==> config.mk <==
export PLATFORM = sky130hd
export DESIGN_NAME = rx_fsm
export DESIGN_NICKNAME = d
export VERILOG_FILES = /design/src/rtl/serial_pkg.sv /design/src/rtl/sync_edge.sv /design/src/rtl/rx_fsm.sv
export SDC_FILE = /design/constraint.sdc
export NUM_CORES = 1
export LEC_CHECK = 0
export ABC_CLOCK_PERIOD_IN_PS = 1450
export CAP_MARGIN = 20
export CORE_ASPECT_RATIO = 1.1
export CORE_MARGIN = 2
export CORE_UTILIZATION = 49
export CTS_CLUSTER_SIZE = 25
export DETAILED_ROUTE_END_ITERATION = 10
export GPL_ROUTABILITY_DRIVEN = 0
export MAX_ROUTING_LAYER = met4
export PLACE_DENSITY_LB_ADDON = 0.25
export SLEW_MARGIN = 20
export SYNTH_ARGS = -nofsm -noshare
export SYNTH_HDL_FRONTEND = slang
export SYNTH_SLANG_ARGS = --single-unit
==> constraint.sdc <==
create_clock -name clk -period 1.45 [get_ports clk]
set_input_delay 0.29 -clock clk [delete_from_list [all_inputs] [get_ports clk]]
set_output_delay 0.29 -clock clk [all_outputs]
set_load 0.02 [all_outputs]
==> src/rtl/serial_pkg.sv <==
// Definitions shared by the serial link state machines (tx_fsm / rx_fsm):
// word geometry and the common state encoding.
package serial_pkg;

    localparam int WORD_W = 32;
    localparam int CNT_W  = 5;

    typedef enum logic [2:0] {
        ST_IDLE  = 3'd0,
        ST_SHIFT = 3'd1,
        ST_DONE  = 3'd2
    } state_t;

endpackage

==> src/rtl/sync_edge.sv <==
// Multi-flop synchroniser for an asynchronous input, plus a rising-edge
// detect on the synchronised level (one extra register).
module sync_edge #(
    parameter int STAGES = 2
) (
    input  logic clk,
    input  logic rst,
    input  logic d,
    output logic s,
    output logic rise
);

    logic [STAGES-1:0] chain;
    logic              s_d;

    always_ff @(posedge clk) begin
        if (rst) begin
            chain <= '0;
            s_d   <= 1'b0;
        end else begin
            chain <= {chain[STAGES-2:0], d};
            s_d   <= chain[STAGES-1];
        end
    end

    assign s    = chain[STAGES-1];
    assign rise = s & ~s_d;

endmodule

==> src/rtl/rx_fsm.sv <==
// Receive side of the serial link: deserialises one MSB-first word per frame.
// Optional frame watchdog built when RX_TIMEOUT_EN is defined.
//
// state    | meaning
// ST_IDLE  | waiting for a latch rise with rx_en high
// ST_SHIFT | capturing bits on sck rises
// ST_DONE  | word complete, one cycle, then back to idle
module rx_fsm
    import serial_pkg::*;
#(
    parameter int SYNC_STAGES    = 2,
    parameter int TIMEOUT_CYCLES = 64
) (
    input  logic              clk,
    input  logic              rst,
    input  logic              rx_en,
    input  logic              sck_rx,
    input  logic              data_rx,
    input  logic              latch_rx,
    output logic [WORD_W-1:0] received_data,
    output logic              finish,
    output logic              busy,
    output logic              frame_err
);

    state_t            state, state_next;
    logic [CNT_W-1:0]  cnt, cnt_next;
    logic [WORD_W-1:0] shreg, shreg_next, rdata_next;
    logic              sck_rise, latch_rise, data_s;
    logic              sck_s_unused, latch_s_unused, data_rise_unused;
    logic              abort, timeout;

    sync_edge #(.STAGES(SYNC_STAGES)) u_sync_sck (
        .clk(clk), .rst(rst), .d(sck_rx), .s(sck_s_unused), .rise(sck_rise)
    );
    sync_edge #(.STAGES(SYNC_STAGES)) u_sync_data (
        .clk(clk), .rst(rst), .d(data_rx), .s(data_s), .rise(data_rise_unused)
    );
    sync_edge #(.STAGES(SYNC_STAGES)) u_sync_latch (
        .clk(clk), .rst(rst), .d(latch_rx), .s(latch_s_unused), .rise(latch_rise)
    );

`ifdef RX_TIMEOUT_EN
    localparam int TMR_W = $clog2(TIMEOUT_CYCLES + 1);
    logic [TMR_W-1:0] tmr;

    // Down-counter reloaded on frame (re)start and on every captured bit.
    always_ff @(posedge clk) begin
        if (rst) begin
            tmr <= '0;
        end else if (state_next == ST_SHIFT &&
                     (state != ST_SHIFT || latch_rise || sck_rise)) begin
            tmr <= TMR_W'(TIMEOUT_CYCLES);
        end else if (state == ST_SHIFT && tmr != '0) begin
            tmr <= tmr - 1'b1;
        end
    end

    assign timeout = (tmr == '0);
`else
    localparam int timeout_unused = TIMEOUT_CYCLES;
    assign timeout = 1'b0;
`endif

    always_ff @(posedge clk) begin
        if (rst) begin
            state         <= ST_IDLE;
            cnt           <= '0;
            shreg         <= '0;
            received_data <= '0;
            finish        <= 1'b0;
            frame_err     <= 1'b0;
        end else begin
            state         <= state_next;
            cnt           <= cnt_next;
            shreg         <= shreg_next;
            received_data <= rdata_next;
            finish        <= (state == ST_DONE);
            frame_err     <= abort;
        end
    end

    always_comb begin
        state_next = state;
        cnt_next   = cnt;
        shreg_next = shreg;
        rdata_next = received_data;
        abort      = 1'b0;
        case (state)
            ST_IDLE: begin
                if (rx_en && latch_rise) begin
                    state_next = ST_SHIFT;
                    cnt_next   = '0;
                    shreg_next = '0;
                end
            end
            ST_SHIFT: begin
                // A latch rise wins over a coincident sck rise.
                if (latch_rise) begin
                    abort      = 1'b1;
                    cnt_next   = '0;
                    shreg_next = '0;
                end else if (sck_rise) begin
                    shreg_next = {shreg[WORD_W-2:0], data_s};
                    cnt_next   = cnt + 1'b1;
                    if (cnt == CNT_W'(WORD_W - 1)) begin
                        rdata_next = {shreg[WORD_W-2:0], data_s};
                        state_next = ST_DONE;
                    end
                end else if (timeout) begin
                    abort      = 1'b1;
                    state_next = ST_IDLE;
                end
            end
            ST_DONE: state_next = ST_IDLE;
            default: state_next = ST_IDLE;
        endcase
    end

    assign busy = (state == ST_SHIFT) || (state == ST_DONE);

endmodule

==> flow_summary_export.csv, run 1 <==
group,metric,value,unit
floorplanning,io_pins,41,
pwr,p_per_area,977,nW/um^2
floorplanning,die_y,88.9,um
cells_and_area,fin_nets,437,
sta,slew_headroom,0.777,
setup_path,cp.depth,7,
synth,synth_edf_count,0,
pwr,power_frac_clock,0.368,
detailed_routing,wl_met1,3.32,mm
synth,synth_area_leader_cell,"dfxtp_1",
sta,period_minus_slack,1.55,ns
sta,fmax,644,MHz
sta,slew_violations,0,
setup_path,crit_chain,"buf_6 -> ha_4 -> nor2b_4 -> and2_4 -> buf_12 -> nand2_2 -> mux2i_1",
setup_path,critPathLaunch,"state[0]$_SDFFE_PP0P_",
clocking,insertion_delay,0.35,ns
floorplanning,num_rows,30,
pwr,power,0.00463,W
detailed_routing,drc_errors,0,
synth,yosys_warnings,0,
cells_and_area,nFillCells,410,
setup_path,critical_path_buf_inv_count,2,
sta,hold_ws,0.232,ns
global_routing,gr-total-overflow,0,
setup_path,crit_end,"shreg[7]$_SDFFE_PP0P_",
setup_path,critical_path_peak_fanout,8,
synth,syn_nets,363,
setup_path,r2r_cells,7,
sta,skew,0.0128,ns
floorplanning,dieWidth,81.2,um
job,maxCapViolations,0,
pwr,combPwrFrac,0.151,
synth,netlist_instances,351,
setup_path,rrSetupSlack,-0.10,ns
sta,max_slew.worst_pin.slew,0.335,ns
placement,io_buffers,40,
detailed_routing,highest_layer,"met4",
pwr,p_sw_frac,0.261,
synth,avgSynthCellArea,9.15,sq um
detailed_routing,wl_met2,4.35,mm
floorplanning,die-area,7220,sq um
detailed_routing,wl_met3,231,um
cells_and_area,area_growth,47.5,%
global_routing,grt_pass1_wl,11.6,mm
synth,synth_top_area_share,0.498,
sta,hold_viol_final,0,
floorplanning,core-area,6270,sq um
global_routing,grt_use_total,0.219,
setup_path,slowest_stage,"dfxtp_2",
synth,synthTopCellsByArea,"dfxtp_1, nand2_1, mux2i_1",
synth,synth_common_cells,"nand2_1, dfxtp_1, mux2i_1, a21oi_1, nor2b_1",
detailed_routing,drtAntennaViolNets,0,
sta,setup_ws,-0.103,ns
setup_path,cp_slowest_stage_delay,0.35,ns
hold_path,hold_class,"primary input to flip-flop",
detailed_routing,drtIter0Drc,129,
placement,place_area,3800,sq um
pwr,p_sw,0.00121,W
placement,post-place-ws,-0.190,ns
pwr,p_leak,2.04,nW
detailed_routing,wl_per_cell,15.8,um
cells_and_area,diodes,0,
setup_path,cp.required,1.72,ns
clocking,htree_levels,3,
detailed_routing,vias,2674,
setup_path,reg2reg_to,"shreg[7]$_SDFFE_PP0P_",
synth,ys_types,34,
pwr,cellInternalPower,0.00342,W
synth,synth.most_common_cell,"nand2_1",
global_routing,antenna_found_initial,0,
setup_path,cp.arrival,1.82,ns
setup_path,cp-end-kind,"flip-flop",
setup_path,crit_type,"flip-flop to flip-flop",
detailed_routing,drt_pass1_iterations,4,
sta,rsz0062_at_grt,"yes",
clocking,cts-root-buf,"clkbuf_8",
detailed_routing,wl,8.04,mm
clocking,clk_pin_slew,0.08,ns
floorplanning,start_util,0.513,
clocking,clock-sinks,80,
setup_path,r2r_start,"state[0]$_SDFFE_PP0P_",
global_routing,grt_pass1_vias,2465,
clocking,cts_buffers,9,
synth,seq_area_frac_synth,0.498,
detailed_routing,vias_per_cell,5.24,
status,violations,"setup timing",
setup_path,crit_family,"simple AND/OR/NAND/NOR gates",
sta,finalSetupViolCount,65,
synth,synth_seq_cells,80,
sta,fin_crit_sh,1.07,
status,status,"finished, violations left",
synth,ys.flop_type,"dfxtp_1",
clocking,clockBufferDepth,2,
clocking,tritoncts,"done",
setup_path,cp-start-kind,"flip-flop",
pwr,vdd_ir_drop_max,0.000575,V
pwr,seqPwrFrac,0.482,
synth,synth-async-reset-ratio,0,
placement,hpwl,3.95,mm
global_routing,grt_max_degree,28,
cells_and_area,drive_above_1_share,0.377,
synth,netlist_area,3210,sq um
cells_and_area,stdcell_area,4740,sq um
[routing by layer]
layer  up-vias  GRT usage
met3        13     0.0364
met5         -          -
met1      1308      0.261
met4         0     0.0786
li1       1298          -
met2        55      0.373
[sequential cells by signal, indices dropped and copies added (netlist names)]
register / cells
u_sync_sck.s_d: 1
cnt: 5
finish: 1
u_sync_latch.s_d: 1
u_sync_latch.chain: 2
frame_err: 1
u_sync_data.chain: 2
received_data: 32
shreg: 31
u_sync_sck.chain: 2
state: 2
[kinds of logic after synthesis]
logic type | share of synthesized area
simple gates | 0.223
flops | 0.498
compound gates | 0.0853
mux | 0.106
buf+inv | 0.0639
fa+ha+maj | 0.0234
[power by group through the flow]
stage / registers [W] / clock network (W) / logic [W]
final: 0.00223 / 0.00170 / 0.000698
after global routing: 0.00223 / 0.00181 / 0.000734
after CTS: 0.00223 / 0.00169 / 0.000545
after detailed placement: 0.00228 / 0 / 0.000405
after global placement: 0.00228 / 0 / 0.000403
after floorplan: 0.00228 / 0 / 0.000285
[placed cells by master (no fill, tap or decap), drive strengths merged]
master         Yosys  routed
clkdlybuf4s50      0       4
nand2            135     135
mux2i             34      34
nand4              3       3
a32o               1       1
dlygate4sd2        0      34
nand2b             1       1
a2bb2oi            1       1
clkinvlp           0       1
clkbuf             8      13
clkinv             0       3
dfxtp             80      80
nor2b             13      13
nand3              2       2
a31oi              1       1
nor3b              1       1
o211ai             1       1
o22ai              1       1
and3               1       1
bufinv             0       1
a21oi             33      33
buf               16      46
ha                 6       6
and4               1       1
nand3b             1       1
and2               2       2
nor2               1       1
o21ai              3       3
o31a               1       1
inv                4       5
[final cells by class]
| type | count | area (sq um) | share of cell area |
|---|---|---|---|
| Multi-Input combinational cell | 243 | 1790 | 0.377 |
| Clock inverter | 6 | 67.6 | 0.0143 |
| Clock buffer | 10 | 138 | 0.0290 |
| Timing Repair Buffer | 87 | 1020 | 0.215 |
| Inverter | 4 | 20.0 | 0.00422 |
| Tap cell | 80 | 100 | 0.0211 |
| Sequential cell | 80 | 1610 | 0.339 |
[stage by stage]
| step | setup TNS [ns] | std cells | utilization |
|---|---|---|---|
| final | -3.32 | 510 | 0.756 |
| after global placement | -6.82 | 471 | 0.607 |
| after floorplan | -0.00867 | 351 | - |
| after CTS | -2.39 | 505 | 0.713 |
| after global routing | -7.02 | 510 | 0.756 |
| after detailed placement | -7.86 | 471 | 0.607 |
[timing repair]
action / in CTS / in global routing
hold endpoints to repair: 0 / 0
cloned: 9 / 3
hold buffers: 0 / 0
resized for setup: 94 / 71
setup endpoints to repair: 103 / 69
pin swaps: 22 / 32
setup buffers: 9 / 6
[worst min path at each step]
stage                                           from                               end  slack [ns]  cells after the start
floorplan            u_sync_data.chain[0]$_SDFF_PP0_   u_sync_data.chain[1]$_SDFF_PP0_        0.41                      1
finish                                           rst     received_data[1]$_SDFFE_PP0P_        0.23                      2
global placement    u_sync_latch.chain[0]$_SDFF_PP0_  u_sync_latch.chain[1]$_SDFF_PP0_        0.42                      1
detailed placement    u_sync_sck.chain[0]$_SDFF_PP0_    u_sync_sck.chain[1]$_SDFF_PP0_        0.42                      1
global route                                     rst     received_data[1]$_SDFFE_PP0P_        0.22                      2
CTS                                              rst     received_data[1]$_SDFFE_PP0P_        0.20                      2
No activity file was read; power rests on OpenSTA's default activity.
==> run 2: changes to the inputs <==
Settings changed: ABC_AREA set to 1, CORE_MARGIN 2 to unset.
==> run 2 against run 1 <==
  * The run still ends with setup timing left
  * Total power up 99%
  * Core utilization is 3.8 points higher
  * Largest power group is now combinational cells
  * Sequential share of layout area shrank 1.8 points
==> flow_summary_export.csv, run 2 <==
group,metric,value,unit
sta,rsz0062_at_grt,"yes",
setup_path,cp-start-kind,"flip-flop",
detailed_routing,drtIter0Drc,216,
floorplanning,core-area,6310,sq um
cells_and_area,area_growth,53.2,%
detailed_routing,vias_per_cell,5.44,
synth,seq_area_frac_synth,0.490,
placement,dp_cells,564,
sta,skew,0.00974,ns
sta,fin_crit_sh,1.16,
clocking,clk_pin_slew,0.08,ns
hold_path,hold_class,"primary input to flip-flop",
synth,synth_edf_count,0,
sta,hold_viol_final,0,
detailed_routing,wl,9.75,mm
cells_and_area,drive_above_1_share,0.410,
detailed_routing,drtAntennaViolNets,0,
clocking,clockBufferDepth,2,
placement,io_buffers,40,
synth,synth_common_cells,"nand2_1, dfxtp_1, a21oi_1, nor2_1, inv_1",
floorplanning,die-area,7010,sq um
cells_and_area,reg_top3,"received_data (32), shreg (31), cnt (5)",
setup_path,crit_type,"flip-flop to flip-flop",
cells_and_area,diodes,0,
synth,synth_top_area_share,0.490,
cells_and_area,largest_reg_flops,32,
setup_path,cp_slowest_stage_delay,0.37,ns
global_routing,gr-total-overflow,0,
synth,netlist_instances,439,
pwr,p_leak,2.14,nW
synth,synth_seq_cells,80,
floorplanning,io_pins,41,
synth,synth_area_leader_cell,"dfxtp_1",
cells_and_area,fin_nets,530,
setup_path,crit_family,"flip-flops",
synth,netlist_area,3270,sq um
sta,slew_violations,0,
sta,period_minus_slack,1.68,ns
floorplanning,num_rows,30,
status,status,"finished, violations left",
pwr,combPwrFrac,0.503,
placement,post-place-ws,-0.112,ns
pwr,vdd_ir_drop_max,0.00146,V
synth,ys.flop_type,"dfxtp_1",
detailed_routing,drt_pass1_iterations,6,
setup_path,cp-end-kind,"flip-flop",
floorplanning,die_y,87.7,um
synth,yosys_warnings,0,
sta,max_slew.worst_pin.slew,0.360,ns
clocking,htree_levels,3,
detailed_routing,drc_errors,0,
floorplanning,start_util,0.519,
global_routing,grt_use_total,0.269,
synth,synth.most_common_cell,"nand2_1",
pwr,p_per_area,1840,nW/um^2
synth,avgSynthCellArea,7.45,sq um
status,violations,"setup timing",
detailed_routing,vias,3272,
global_routing,grt_pass1_vias,2931,
sta,fmax,597,MHz
clocking,clock-sinks,80,
setup_path,cp.arrival,1.95,ns
cells_and_area,utilization,0.794,
pwr,seqPwrFrac,0.323,
sta,slew_headroom,0.760,
placement,hpwl,4.67,mm
clocking,cts_buffers,9,
cells_and_area,final_common_cell,"dfxtp_1",
setup_path,cp.required,1.72,ns
global_routing,grt_max_degree,26,
clocking,tritoncts,"done",
sta,setup_ws,-0.226,ns
pwr,power_frac_clock,0.174,
clocking,insertion_delay,0.35,ns
clocking,cts_hold_buf,0,
global_routing,grt_pass1_wl,13.9,mm
pwr,p_sw,0.00369,W
global_routing,antenna_found_initial,0,
cells_and_area,fin_cells,602,
setup_path,critical_path_buf_inv_count,3,
cells_and_area,regMostFlops,"received_data",
synth,synthTopCellsByArea,"dfxtp_1, nand2_1, a21oi_1",
job,maxCapViolations,0,
clocking,cts-root-buf,"clkbuf_8",
pwr,p_sw_frac,0.400,
synth,ys_types,20,
detailed_routing,wl_per_cell,16.2,um
sta,finalSetupViolCount,68,
floorplanning,dieWidth,79.9,um
setup_path,crit_top_cell,"nor2_4",
setup_path,slowest_stage,"dfxtp_2",
cells_and_area,layout_common_cells,"dfxtp_1, nand2_2, inv_1",
pwr,cellInternalPower,0.00554,W
setup_path,critical_path_peak_fanout,11,
synth,synth-async-reset-ratio,0,
setup_path,crit_chain,"ha_4 -> nand2_4 -> nor2_4 -> ha_2 -> inv_2 -> nor2_4 -> buf_4 -> buf_8 -> nand3_1 -> a21oi_2",
synth,syn_nets,451,
[run 2: cell types whose count changed after synthesis, sizes merged, moves of 2 or more]
cell / previous run / this run
o21ai: 3 / 1
nand3: 2 / 35
and2: 2 / 0
a21oi: 33 / 70
buf: 16 / 18
nor2b: 13 / 0
inv: 4 / 48
mux2i: 34 / 0
nand2: 135 / 112
nand4: 3 / 7
clkbuf: 8 / 10
nor2: 1 / 51
[run 2: cell type report]
type                       count  area [sq um]
clock buffer                  11           141
clock inverter                 4          45.0
fill                         356          1300
inverter                      48           185
multi-input combinational    283          1920
sequential                    80          1610
tap                           80           100
timing repair buffer          96          1010
[run 2: repair_timing]
action                                  in CTS  in global routing
endpoints found under the setup margin     101                 71
hold endpoints to repair                     0                  0
resized for setup                          125                103
pin swaps                                   27                 30
setup buffers                               10                  6
cloned                                       6                  3
[run 2: final timing paths]
kind / from / endpoint / slack, ns / cells past startpoint
max: cnt[0]$_SDFFE_PP0P_ / received_data[4]$_SDFFE_PP0P_ / -0.23 / 10
min: rst / received_data[25]$_SDFFE_PP0P_ / 0.41 / 3
max reg2reg: cnt[0]$_SDFFE_PP0P_ / received_data[4]$_SDFFE_PP0P_ / -0.23 / 10
min reg2reg: u_sync_data.chain[0]$_SDFF_PP0_ / u_sync_data.chain[1]$_SDFF_PP0_ / 0.41 / 2
[run 2: stage by stage]
step / instance area (sq um) / hold WS (ns) / power (W) / TNS, ns
CTS: 4580 / 0.401 / 0.00828 / -7.01
detailed placement: 3910 / 0.401 / 0.00543 / -5.60
global route: 5010 / 0.420 / 0.00967 / -13.82
global placement: 3910 / 0.389 / 0.00534 / -3.23
finish: 5010 / 0.408 / 0.00922 / -9.76
floorplan: 3350 / 0.388 / 0.00484 / -3.77
[run 2: cells by family after synthesis]
group,after synthesis,synth area share
AO/OA/AOI/OAI,71,0.114
adder cells (fa/ha/maj),6,0.0230
buffers and inverters,76,0.110
flip-flops,80,0.490
AND/OR/NAND/NOR,206,0.263
[run 2: power by group through the flow]
stage          clock network (W)  logic [W]  registers (W)
6_report                 0.00160    0.00464        0.00298
5_1_grt                  0.00174    0.00492        0.00301
4_1_cts                  0.00161    0.00375        0.00291
3_5_place_dp                   0    0.00251        0.00292
3_3_place_gp                   0    0.00243        0.00291
2_1_floorplan                  0    0.00196        0.00288
[run 2: worst reg2reg max path: cells and delay by family (launching register included)]
kind            cells  cell delay (ns)
buf+inv             3             0.34
fa+ha+maj           2             0.35
compound gates      1             0.18
simple gates        4             0.36
flops               1             0.37
[run 2: routing by layer]
metal | up-vias | GRT usage | share of wire
met5 | - | - | 0
met4 | 0 | 0.0795 | 0.035
met3 | 31 | 0.0552 | 0.049
met2 | 117 | 0.456 | 0.51
met1 | 1574 | 0.321 | 0.40
li1 | 1550 | - | -
==> run 3: changes to the inputs <==
Settings changed: RECOVER_POWER set to 50.
==> results of run 3 <==
No change in the layout: final DEF, timing and power equal those of run 2.
